==> src/rtl/reflet_regbank_if.sv <==
// ALU result / load-tracking bus between the reflet datapath and its register bank.
interface reflet_regbank_if #(
    parameter int wordsize = 16
) ();
    logic                wb_en;
    logic [wordsize-1:0] wb_data;
    logic [3:0]          wb_reg;
    logic                pc_inc;
    logic [3:0]          other_id;
    logic                ld_issue;
    logic [3:0]          ld_dest;
    logic                ld_done;
    logic [wordsize-1:0] ld_data;
    logic [wordsize-1:0] working_register;
    logic [wordsize-1:0] other_register;
    logic [wordsize-1:0] status_register;
    logic [wordsize-1:0] program_counter;
    logic                ld_busy;
    logic                hazard;
    logic                ld_overrun;

    modport master (
        output wb_en, wb_data, wb_reg, pc_inc, other_id,
        output ld_issue, ld_dest, ld_done, ld_data,
        input  working_register, other_register, status_register, program_counter,
        input  ld_busy, hazard, ld_overrun
    );

    modport slave (
        input  wb_en, wb_data, wb_reg, pc_inc, other_id,
        input  ld_issue, ld_dest, ld_done, ld_data,
        output working_register, other_register, status_register, program_counter,
        output ld_busy, hazard, ld_overrun
    );
endinterface

==> src/rtl/reflet_regbank.sv <==
// Register bank and write-back unit of the reflet core: 16 registers, PC update
// and single outstanding load tracking with operand hazard detection.
module reflet_regbank #(
    parameter int                  wordsize = 16,
    parameter logic [3:0]          SR_ID    = 4'd12,
    parameter logic [3:0]          PC_ID    = 4'd14,
    parameter logic [wordsize-1:0] RESET_PC = '0
) (
    input logic             clk,
    input logic             reset,
    reflet_regbank_if.slave bus
);
    typedef enum logic {
        IDLE    = 1'b0,
        PENDING = 1'b1
    } ld_state_t;

    ld_state_t           state, state_next;
    logic [3:0]          pend_dest, pend_dest_next;
    logic                overrun, overrun_next;
    logic                ld_wr;
    logic [wordsize-1:0] regs      [16];
    logic [wordsize-1:0] regs_next [16];

    function automatic logic [wordsize-1:0] pc_plus_one(input logic [wordsize-1:0] pc);
        return pc + {{(wordsize-1){1'b0}}, 1'b1};
    endfunction

    always_ff @(posedge clk or posedge reset) begin
        if (reset) begin
            state     <= IDLE;
            pend_dest <= 4'd0;
            overrun   <= 1'b0;
        end else begin
            state     <= state_next;
            pend_dest <= pend_dest_next;
            overrun   <= overrun_next;
        end
    end

    always_comb begin
        state_next     = state;
        pend_dest_next = pend_dest;
        overrun_next   = overrun;
        ld_wr          = 1'b0;
        case (state)
            IDLE: begin
                if (bus.ld_issue) begin
                    state_next     = PENDING;
                    pend_dest_next = bus.ld_dest;
                end
            end
            PENDING: begin
                if (bus.ld_done) begin
                    ld_wr = 1'b1;
                    if (bus.ld_issue) pend_dest_next = bus.ld_dest;
                    else              state_next     = IDLE;
                end else if (bus.ld_issue) begin
                    // Only one load can be tracked; the second one is dropped.
                    overrun_next = 1'b1;
                end
            end
            default: state_next = IDLE;
        endcase
    end

    // Later assignments take priority: load completion > ALU write-back > pc_inc.
    always_comb begin
        regs_next = regs;
        if (bus.wb_en) begin
            regs_next[bus.wb_reg] = bus.wb_data;
        end
        if (bus.pc_inc && !(bus.wb_en && bus.wb_reg == PC_ID)) begin
            regs_next[PC_ID] = pc_plus_one(regs[PC_ID]);
        end
        if (ld_wr) begin
            regs_next[pend_dest] = bus.ld_data;
        end
    end

    always_ff @(posedge clk or posedge reset) begin
        if (reset) begin
            for (int i = 0; i < 16; i++) begin
                regs[i] <= (4'(i) == PC_ID) ? RESET_PC : '0;
            end
        end else begin
            regs <= regs_next;
        end
    end

    assign bus.working_register = regs[0];
    assign bus.other_register   = regs[bus.other_id];
    assign bus.status_register  = regs[SR_ID];
    assign bus.program_counter  = regs[PC_ID];
    assign bus.ld_busy          = (state == PENDING);
    assign bus.ld_overrun       = overrun;
    assign bus.hazard           = (state == PENDING) &&
                                  (pend_dest == 4'd0 || pend_dest == bus.other_id ||
                                   pend_dest == SR_ID);
endmodule

==> src/flat_wrapper.sv <==
// flat-port wrapper written by rule: the top's interface ports become plain ports
module reflet_regbank_flat 
#(
    parameter int                  wordsize = 16,
    parameter logic [3:0]          SR_ID    = 4'd12,
    parameter logic [3:0]          PC_ID    = 4'd14,
    parameter logic [wordsize-1:0] RESET_PC = '0
)
  (clk, reset, bus_wb_en, bus_wb_data, bus_wb_reg, bus_pc_inc, bus_other_id, bus_ld_issue, bus_ld_dest, bus_ld_done, bus_ld_data, bus_working_register, bus_other_register, bus_status_register, bus_program_counter, bus_ld_busy, bus_hazard, bus_ld_overrun);
  reflet_regbank_if #(.wordsize(wordsize)) bus_i ();
  input logic clk;
  input logic reset;
  input wire logic [$bits(bus_i.wb_en)-1:0] bus_wb_en;
  input wire logic [$bits(bus_i.wb_data)-1:0] bus_wb_data;
  input wire logic [$bits(bus_i.wb_reg)-1:0] bus_wb_reg;
  input wire logic [$bits(bus_i.pc_inc)-1:0] bus_pc_inc;
  input wire logic [$bits(bus_i.other_id)-1:0] bus_other_id;
  input wire logic [$bits(bus_i.ld_issue)-1:0] bus_ld_issue;
  input wire logic [$bits(bus_i.ld_dest)-1:0] bus_ld_dest;
  input wire logic [$bits(bus_i.ld_done)-1:0] bus_ld_done;
  input wire logic [$bits(bus_i.ld_data)-1:0] bus_ld_data;
  output wire logic [$bits(bus_i.working_register)-1:0] bus_working_register;
  output wire logic [$bits(bus_i.other_register)-1:0] bus_other_register;
  output wire logic [$bits(bus_i.status_register)-1:0] bus_status_register;
  output wire logic [$bits(bus_i.program_counter)-1:0] bus_program_counter;
  output wire logic [$bits(bus_i.ld_busy)-1:0] bus_ld_busy;
  output wire logic [$bits(bus_i.hazard)-1:0] bus_hazard;
  output wire logic [$bits(bus_i.ld_overrun)-1:0] bus_ld_overrun;
  assign bus_i.wb_en = bus_wb_en;
  assign bus_i.wb_data = bus_wb_data;
  assign bus_i.wb_reg = bus_wb_reg;
  assign bus_i.pc_inc = bus_pc_inc;
  assign bus_i.other_id = bus_other_id;
  assign bus_i.ld_issue = bus_ld_issue;
  assign bus_i.ld_dest = bus_ld_dest;
  assign bus_i.ld_done = bus_ld_done;
  assign bus_i.ld_data = bus_ld_data;
  assign bus_working_register = bus_i.working_register;
  assign bus_other_register = bus_i.other_register;
  assign bus_status_register = bus_i.status_register;
  assign bus_program_counter = bus_i.program_counter;
  assign bus_ld_busy = bus_i.ld_busy;
  assign bus_hazard = bus_i.hazard;
  assign bus_ld_overrun = bus_i.ld_overrun;
  reflet_regbank #(.wordsize(wordsize), .SR_ID(SR_ID), .PC_ID(PC_ID), .RESET_PC(RESET_PC)) u_core (.clk(clk), .reset(reset), .bus(bus_i));
endmodule
==> config.mk <==
export PLATFORM = sky130hd
export DESIGN_NAME = reflet_regbank_flat
export DESIGN_NICKNAME = d
export VERILOG_FILES = /design/src/rtl/reflet_regbank_if.sv /design/src/rtl/reflet_regbank.sv /design/src/flat_wrapper.sv
export SDC_FILE = /design/constraint.sdc
export NUM_CORES = 1
export LEC_CHECK = 0
export CORE_MARGIN = 2
export CORE_UTILIZATION = 59
export DETAILED_ROUTE_END_ITERATION = 10
export GPL_ROUTABILITY_DRIVEN = 0
export PLACE_DENSITY = 0.84
export SKIP_LAST_GASP = 1
export SYNTH_ARGS = -nofsm -noshare
export SYNTH_HDL_FRONTEND = slang
export SYNTH_SLANG_ARGS = --single-unit
==> constraint.sdc <==
create_clock -name clk -period 9.6 [get_ports clk]
set_input_delay 1.44 -clock clk [delete_from_list [all_inputs] [get_ports clk]]
set_output_delay 1.44 -clock clk [all_outputs]
set_load 0.01 [all_outputs]
After elaboration in Yosys (flattened, before gate mapping)
Index checks and enable logic that the tools add are counted.

Output and inout bits: 67. Memory bits (writable): 0. Register bits after elaboration: 262. Logic and storage cells: 64. Latch bits: 0. Input bits: 50. Memory bits (read-only): 0. Memories: 0.

Reduce and logical (&&, ||, !) cells: 10. Divide/modulo/power cells: 0. Multipliers: 0. Magnitude comparators: 5. Equal/unequal tests: 4. Shift operators: 0. Add/sub/neg operators: 1. Bitwise logic cells: 5. Multiplexer cells: 20.

Operators with widths (count): $bwmux W256 (2); $mux W256 (2); $demux W16 S4 (2); $mux W16 (5); $bmux W16 S4 (1); $add A16 B1 Y16 const B (1); $ge A5 B5 Y1 const B (3); $not A4 Y5 (3); $lt A5 B1 Y1 const B (2); $eq A4 B4 Y1 const B (2); $mux W4 (2); $pmux W4 S2 (1); $logic_and A1 B1 Y1 (5); $eq A4 B4 Y1 (1); $logic_not A4 Y1 (1); $mux W1 (4); $reduce_and A3 Y1 (1); $logic_or A1 B1 Y1 (2); $ne A2 B2 Y1 const B (1); $not A1 Y1 (2); $pmux W1 S2 (1); $logic_not A1 Y1 (1).

Longest topological paths before layout
Depth in word-level cells: 10. Mapped depth: 8. Mapped depth without buffers: 6.

Least setup slack after synthesis
OpenSTA, ideal clock, no wires.

Path kind: input to output. From: in bus_other_id[1]. To: out bus_other_register[10]. Stages: 4. Required time: 8.160 ns. Path slack: 5.307 ns. Arrival time: 2.853 ns. Buffers on the path: 2. Cell sequence: buf_2 buf_1 mux4_2 mux4_2.

Word-level cells in the longest chain between the ends: 4.

Ends and longest elaborated chain: start, declared (RTL line flat_wrapper.sv:17) `input wire logic [$bits(bus_i.other_id)-1:0] bus_other_id;`; $not A4 Y5 (implied by the code) (RTL line reflet_regbank.sv:92) `assign bus.other_register = regs[bus.other_id];`; $bmux W16 S4 (RTL line reflet_regbank.sv:92); $mux W16 (implied by the code) (2 in a row) (RTL line reflet_regbank.sv:92); end, declared (RTL line flat_wrapper.sv:23) `output wire logic [$bits(bus_i.other_register)-1:0] bus_other_register;`.

Every way passes these cells. The select of a mux whose other input is x is not followed.

Worst setup path after layout
From: in bus_other_id[0]. To: out bus_other_register[6].

Same word-level chain as after synthesis.

==> impl_metrics.env <==
export IMPL_clkLatencyLatePin_ns=0.54
export IMPL_core_um2=25100
export IMPL_grt_pass1_wl_mm=67.1
export IMPL_fin_setup_tns_ns=0
export IMPL_drt_iter0_markers=1690
export IMPL_dp_hpwl_mm=29.1
export IMPL_synthArstFlopShare_pct=100
export IMPL_holdPathStages=1
export IMPL_rows=58
export IMPL_syn2layout_area_growth_pct=9.89
export IMPL_rsz0062_at_grt="false"
export IMPL_power_leakage_nw=6.90
export IMPL_finalWirelength_mm=42.8
export IMPL_total_power_mw=4.49
export IMPL_holdPathEnd="u_core.bus.ld_overrun$_DFFE_PP0P_"
export IMPL_drive_gt1_share_pct=10.8
export IMPL_worst_pin_slew_ns=1.30
export IMPL_grt_pass1_vias=11400
export IMPL_r2r_end="u_core.regs[202]$_DFF_PP0_"
export IMPL_hold_viol_final=0
export IMPL_fillCellCount=1818
export IMPL_cts_tree="done"
export IMPL_relSlewSlack_pct=13.3
export IMPL_dp_cells=1709
export IMPL_fp_dieH_um=164
export IMPL_cp_arrival_ns=3.96
export IMPL_synth_cells=1455
export IMPL_drt_vias_per_instance=6.69
export IMPL_clk_pin_slew_worst_paths_ns=0.06
export IMPL_period_share_pct=56.3
export IMPL_r2r_start="u_core.pend_dest[0]$_DFFE_PP0P_"
export IMPL_final_common_cell="dfrtp_1"
export IMPL_skew_ns=0.00872
export IMPL_cts_sinks=262
export IMPL_start_util_pct=59.9
export IMPL_final_antenna_net_count=0
export IMPL_die_area_um2=26800
export IMPL_cts_resized=0
export IMPL_status="complete, no violations"
export IMPL_fin_hold_ws_ns=0.493
export IMPL_groute_usage_overall_pct=32.5
export IMPL_layout_min_cycle_time_ns=5.40
export IMPL_io_buffer_count=116
export IMPL_drv_slew=0
export IMPL_setup_violations=0
export IMPL_min_from="u_core.bus.ld_overrun$_DFFE_PP0P_"
export IMPL_cts_max_level=1
export IMPL_post_drt_wl_per_cell_um=24.3
export IMPL_path_max_fanout=65
export IMPL_antenna_found_initial=1
export IMPL_chipWidth_um=164
export IMPL_most_common_layout_cells="dfrtp_1, mux2i_1, nor2_1, a21oi_1, clkdlybuf4s50_1"
export IMPL_ff2ff_setup_slack_ns=7.04
export IMPL_grt_max_degree=108
export IMPL_cts_hold_buf=0
export IMPL_synth_top_area_share_pct=43.6
export IMPL_cts_max_path_buffers=3
export IMPL_first_pass_iters=7
export IMPL_io_pins=117
export IMPL_finalNetCount=1458
export IMPL_ys_seq_area_share_pct=43.6
export IMPL_yosys_cell_types_count=45
export IMPL_worst_slack_ns=4.20
export IMPL_cts_made_buffers=26
export IMPL_post_cts_setup_buffers=0
export IMPL_ff2ff_path_depth=5
export IMPL_yosys_top_cells_area="dfrtp_1, mux2i_1, mux4_2, a21oi_1, nor2_1"
export IMPL_syn_nets=1506
export IMPL_place_ws_ns=4.17
export IMPL_cap_violations=0
export IMPL_yosys_warnings=0
export IMPL_synth_edff_count=0
export IMPL_syn_area_per_cell_um2=10.3
export IMPL_ys_flop_type="dfrtp_1"
export IMPL_ir_drop_mv=0.135
export IMPL_worstSetupEndpointType="output pin"
export IMPL_synth_area_um2=15000
export IMPL_worstHoldPathType="register to register"
export IMPL_via_count=11800
export IMPL_clock_fmax_mhz=185
export IMPL_clockRootBuffer="clkbuf_16"
export IMPL_finalNonFillerCells=1758
export IMPL_grt_overflow=0
export IMPL_drc=0
export IMPL_startpoint_type="input port"
export IMPL_path_class="input port to output pin"
export IMPL_cp_required_ns=8.16
export IMPL_pwr_density_cell_nw_per_um2=271
export IMPL_yosys_area_top_type="dfrtp_1"
export IMPL_ys_ff_latch=262
layout make-up:
type                       instances  area [um2]  share of cell area [%]
antenna                            2        5.00                  0.0303
clock buffer                      40         805                    4.86
clock inverter                     7        42.5                   0.257
inverter                           4        22.5                   0.136
multi-input combinational        985        7450                    45.0
sequential                       262        6560                    39.6
tap                              330         413                    2.50
timing repair buffer             128        1250                    7.54
how the worst max path moves through the flow:
stage / start / to / slack, ns / cells after the start
final: bus_other_id[0] / bus_other_register[6] / 4.20 / 4
after global routing: bus_other_id[0] / bus_other_register[6] / 4.01 / 4
after CTS: bus_other_id[0] / bus_other_register[6] / 4.15 / 4
after detailed placement: bus_other_id[0] / bus_other_register[6] / 4.17 / 4
after global placement: bus_other_id[0] / bus_other_register[12] / 4.27 / 4
after floorplan: reset / u_core.bus.ld_busy$_DFF_PP0_ / 0.95 / 1
power breakdown:
part           switching (mW)  internal (mW)
combinational           0.582          0.795
sequential              0.508           1.58
clock                   0.444          0.577
critical path, cell delays in order:
cell,delay [ns]
buf_4,0.81
mux4_2,0.63
mux4_2,0.53
clkdlybuf4s50_1,0.52
logic make-up after synthesis:
family / Yosys count / share of synthesized area (%)
multiplexers: 325 / 28.3
flip-flops: 262 / 43.6
XOR/XNOR: 18 / 1.05
adder cells (fa/ha/maj): 1 / 0.0831
AO/OA/AOI/OAI: 282 / 9.77
buffers and inverters: 208 / 7.00
AND/OR/NAND/NOR: 359 / 10.2
per-layer routing:
layer,up-vias,part of all wire [%],global-route usage [%]
met5,-,0.033,0
met4,2,2.6,9.37
met3,112,14,9.14
met2,854,43,46.5
met1,5803,40,48.8
li1,4983,-,-
stage by stage:
step           cell area [um2]  util [%]
5_1_grt                  16500      65.8
6_report                 16500      65.9
2_1_floorplan            15000         -
3_5_place_dp             15700      62.5
3_3_place_gp             15700      62.5
4_1_cts                  16500      65.8
cells in the mapped netlist, types with 4 or more instances:
library cell and n:
and3_1 4, a211oi_1 6, nand4_1 5, nand2_1 107, inv_1 4, clkbuf_1 92, nor3_1 4, mux4_2 80
buf_4 61, a221oi_1 6, xnor2_1 6, or3_1 9, nor4_1 4, nand3b_1 5, nor2_1 186, o21ai_0 72
o21ai_1 25, dfrtp_1 262, buf_2 28, nor2_2 5, nor3b_1 5, mux2i_1 241, nand3_1 8, mux2_2 4
xor2_1 12, buf_1 21, a21oi_1 167
sequential cells by signal, indices dropped and copies added, names as in the netlist:
name	flops
u_core.bus.ld_busy	1
u_core.bus.status_register	16
u_core.bus.working_register	16
u_core.pend_dest	4
u_core.bus.program_counter	16
u_core.regs	208
u_core.bus.ld_overrun	1
Note: power is estimated with default switching activity, not from simulation.
==> variant: new RTL, same flow settings <==
Make the reset (`reset`) synchronous in 2 clocked blocks.
--- a/src/rtl/reflet_regbank.sv
+++ b/src/rtl/reflet_regbank.sv
@@ -26,7 +26,7 @@
         return pc + {{(wordsize-1){1'b0}}, 1'b1};
     endfunction
 
-    always_ff @(posedge clk or posedge reset) begin
+    always_ff @(posedge clk) begin
         if (reset) begin
             state     <= IDLE;
             pend_dest <= 4'd0;
@@ -78,7 +78,7 @@
         end
     end
 
-    always_ff @(posedge clk or posedge reset) begin
+    always_ff @(posedge clk) begin
         if (reset) begin
             for (int i = 0; i < 16; i++) begin
                 regs[i] <= (4'(i) == PC_ID) ? RESET_PC : '0;
Behaviour: not the same (Yosys sat finds a counterexample within 4 cycles, from zero or initial values and one cycle with reset high; the reset may be asserted at any time).
==> variant against the unedited design <==
Count of clock-buffer cells in the layout grew 3; final area shrank 3.6%; via count grew 5.3%; worst setup slack lost 0.29 ns; sequential cell count is the same; utilization grew 0.27 points; routed wire length grew 9.8%; area after synthesis shrank 4.3%; highest routed layer is now met4; non-clock buffer count grew 16; synthesized cell count grew 1.1%; maximum frequency shrank 5.0%.
Power is not compared: it rests on default switching activity, and its combinational part moved more than twofold at a synthesized area within 25%.
==> variant: results (changes against the unedited design) <==
number of cells in the design after placement=1718 (+0.53%); fraction of final layout cells sized beyond drive strength 1=11.4% (+0.57 points); termination of the worst setup path=bus_other_register[8]; number of global-route vias before repair=12000 (+5.4%); min-delay src=u_core.bus.ld_overrun; Relative slew margins=23.2% (+9.9 points); total global-route track usage=35.8% (+3.3 points); status=finished, final reports clean; number of filler cells placed in the layout=1799 (-1.0%); largest clock skew in the final design=0.00819 ns (-0.000528 ns); count of unique library cells instantiated by Yosys=46 (+2.2%); crit path DAT=4.25 ns (+0.29 ns); dominant cells by area after synthesis=dfxtp_1, mux2i_1, mux4_2; signed area change from the synthesized netlist to the final layout=10.7%; clock buffer count from CTS=28 (+7.7%); met2 demand-to-capacity share in global routing=55.6% (+9.1 points); pre-CTS setup slack=3.85 ns (-0.318 ns); number of optimization iterations in the first detailed-route pass=8 (+1); Seq/Total Area, Yosys=36.4% (-7.1 points); asr flop ratio synth=0% (-100 points); first-pass GRT wire length=71100 um (+6.0%); most common library cells after synthesis=dfxtp_1, nor2_1, mux2i_1; slack of the worst reg-to-reg path=7.06 ns (+0.02 ns); initial antenna violation count=2 (+1); initial detailed-routing violation count=1890 (+12%)
## variant: per-layer routing
layer / vias to the layer above / wire length [um]
li1: 5299 / -
met1: 5879 / 16800
met2: 972 / 21200
met3: 222 / 5760
met4: 0 / 3220
met5: - / 0
## variant: logic make-up (layout without fill, tap and decap cells)
logic type	after synthesis	count (layout)	synth area share [%]
and+or+nand+nor	382	382	11.6
muxes	309	309	28.4
DFF	262	262	36.4
AOI/OAI and AO/OA	277	277	14.3
other	0	2	0
adders and majority gates	1	1	0.0869
xor gates and xnor gates	17	17	1.03
buffers and inverters	223	195	8.04
## variant: critical path: stages
cell and delay (ns):
buf_4 0.38, buf_4 0.73, mux4_2 0.60, mux4_2 0.54, clkdlybuf4s50_1 0.51
## variant: cell type report
class	count	share of cell area (%)
diodes	2	0.0314
inverters	2	0.0471
well taps	324	2.54
clock buffers	43	5.13
repair buffers	144	8.58
multi-input cells	986	50.3
clock inverters	6	0.502
flip-flops and latches	262	32.9
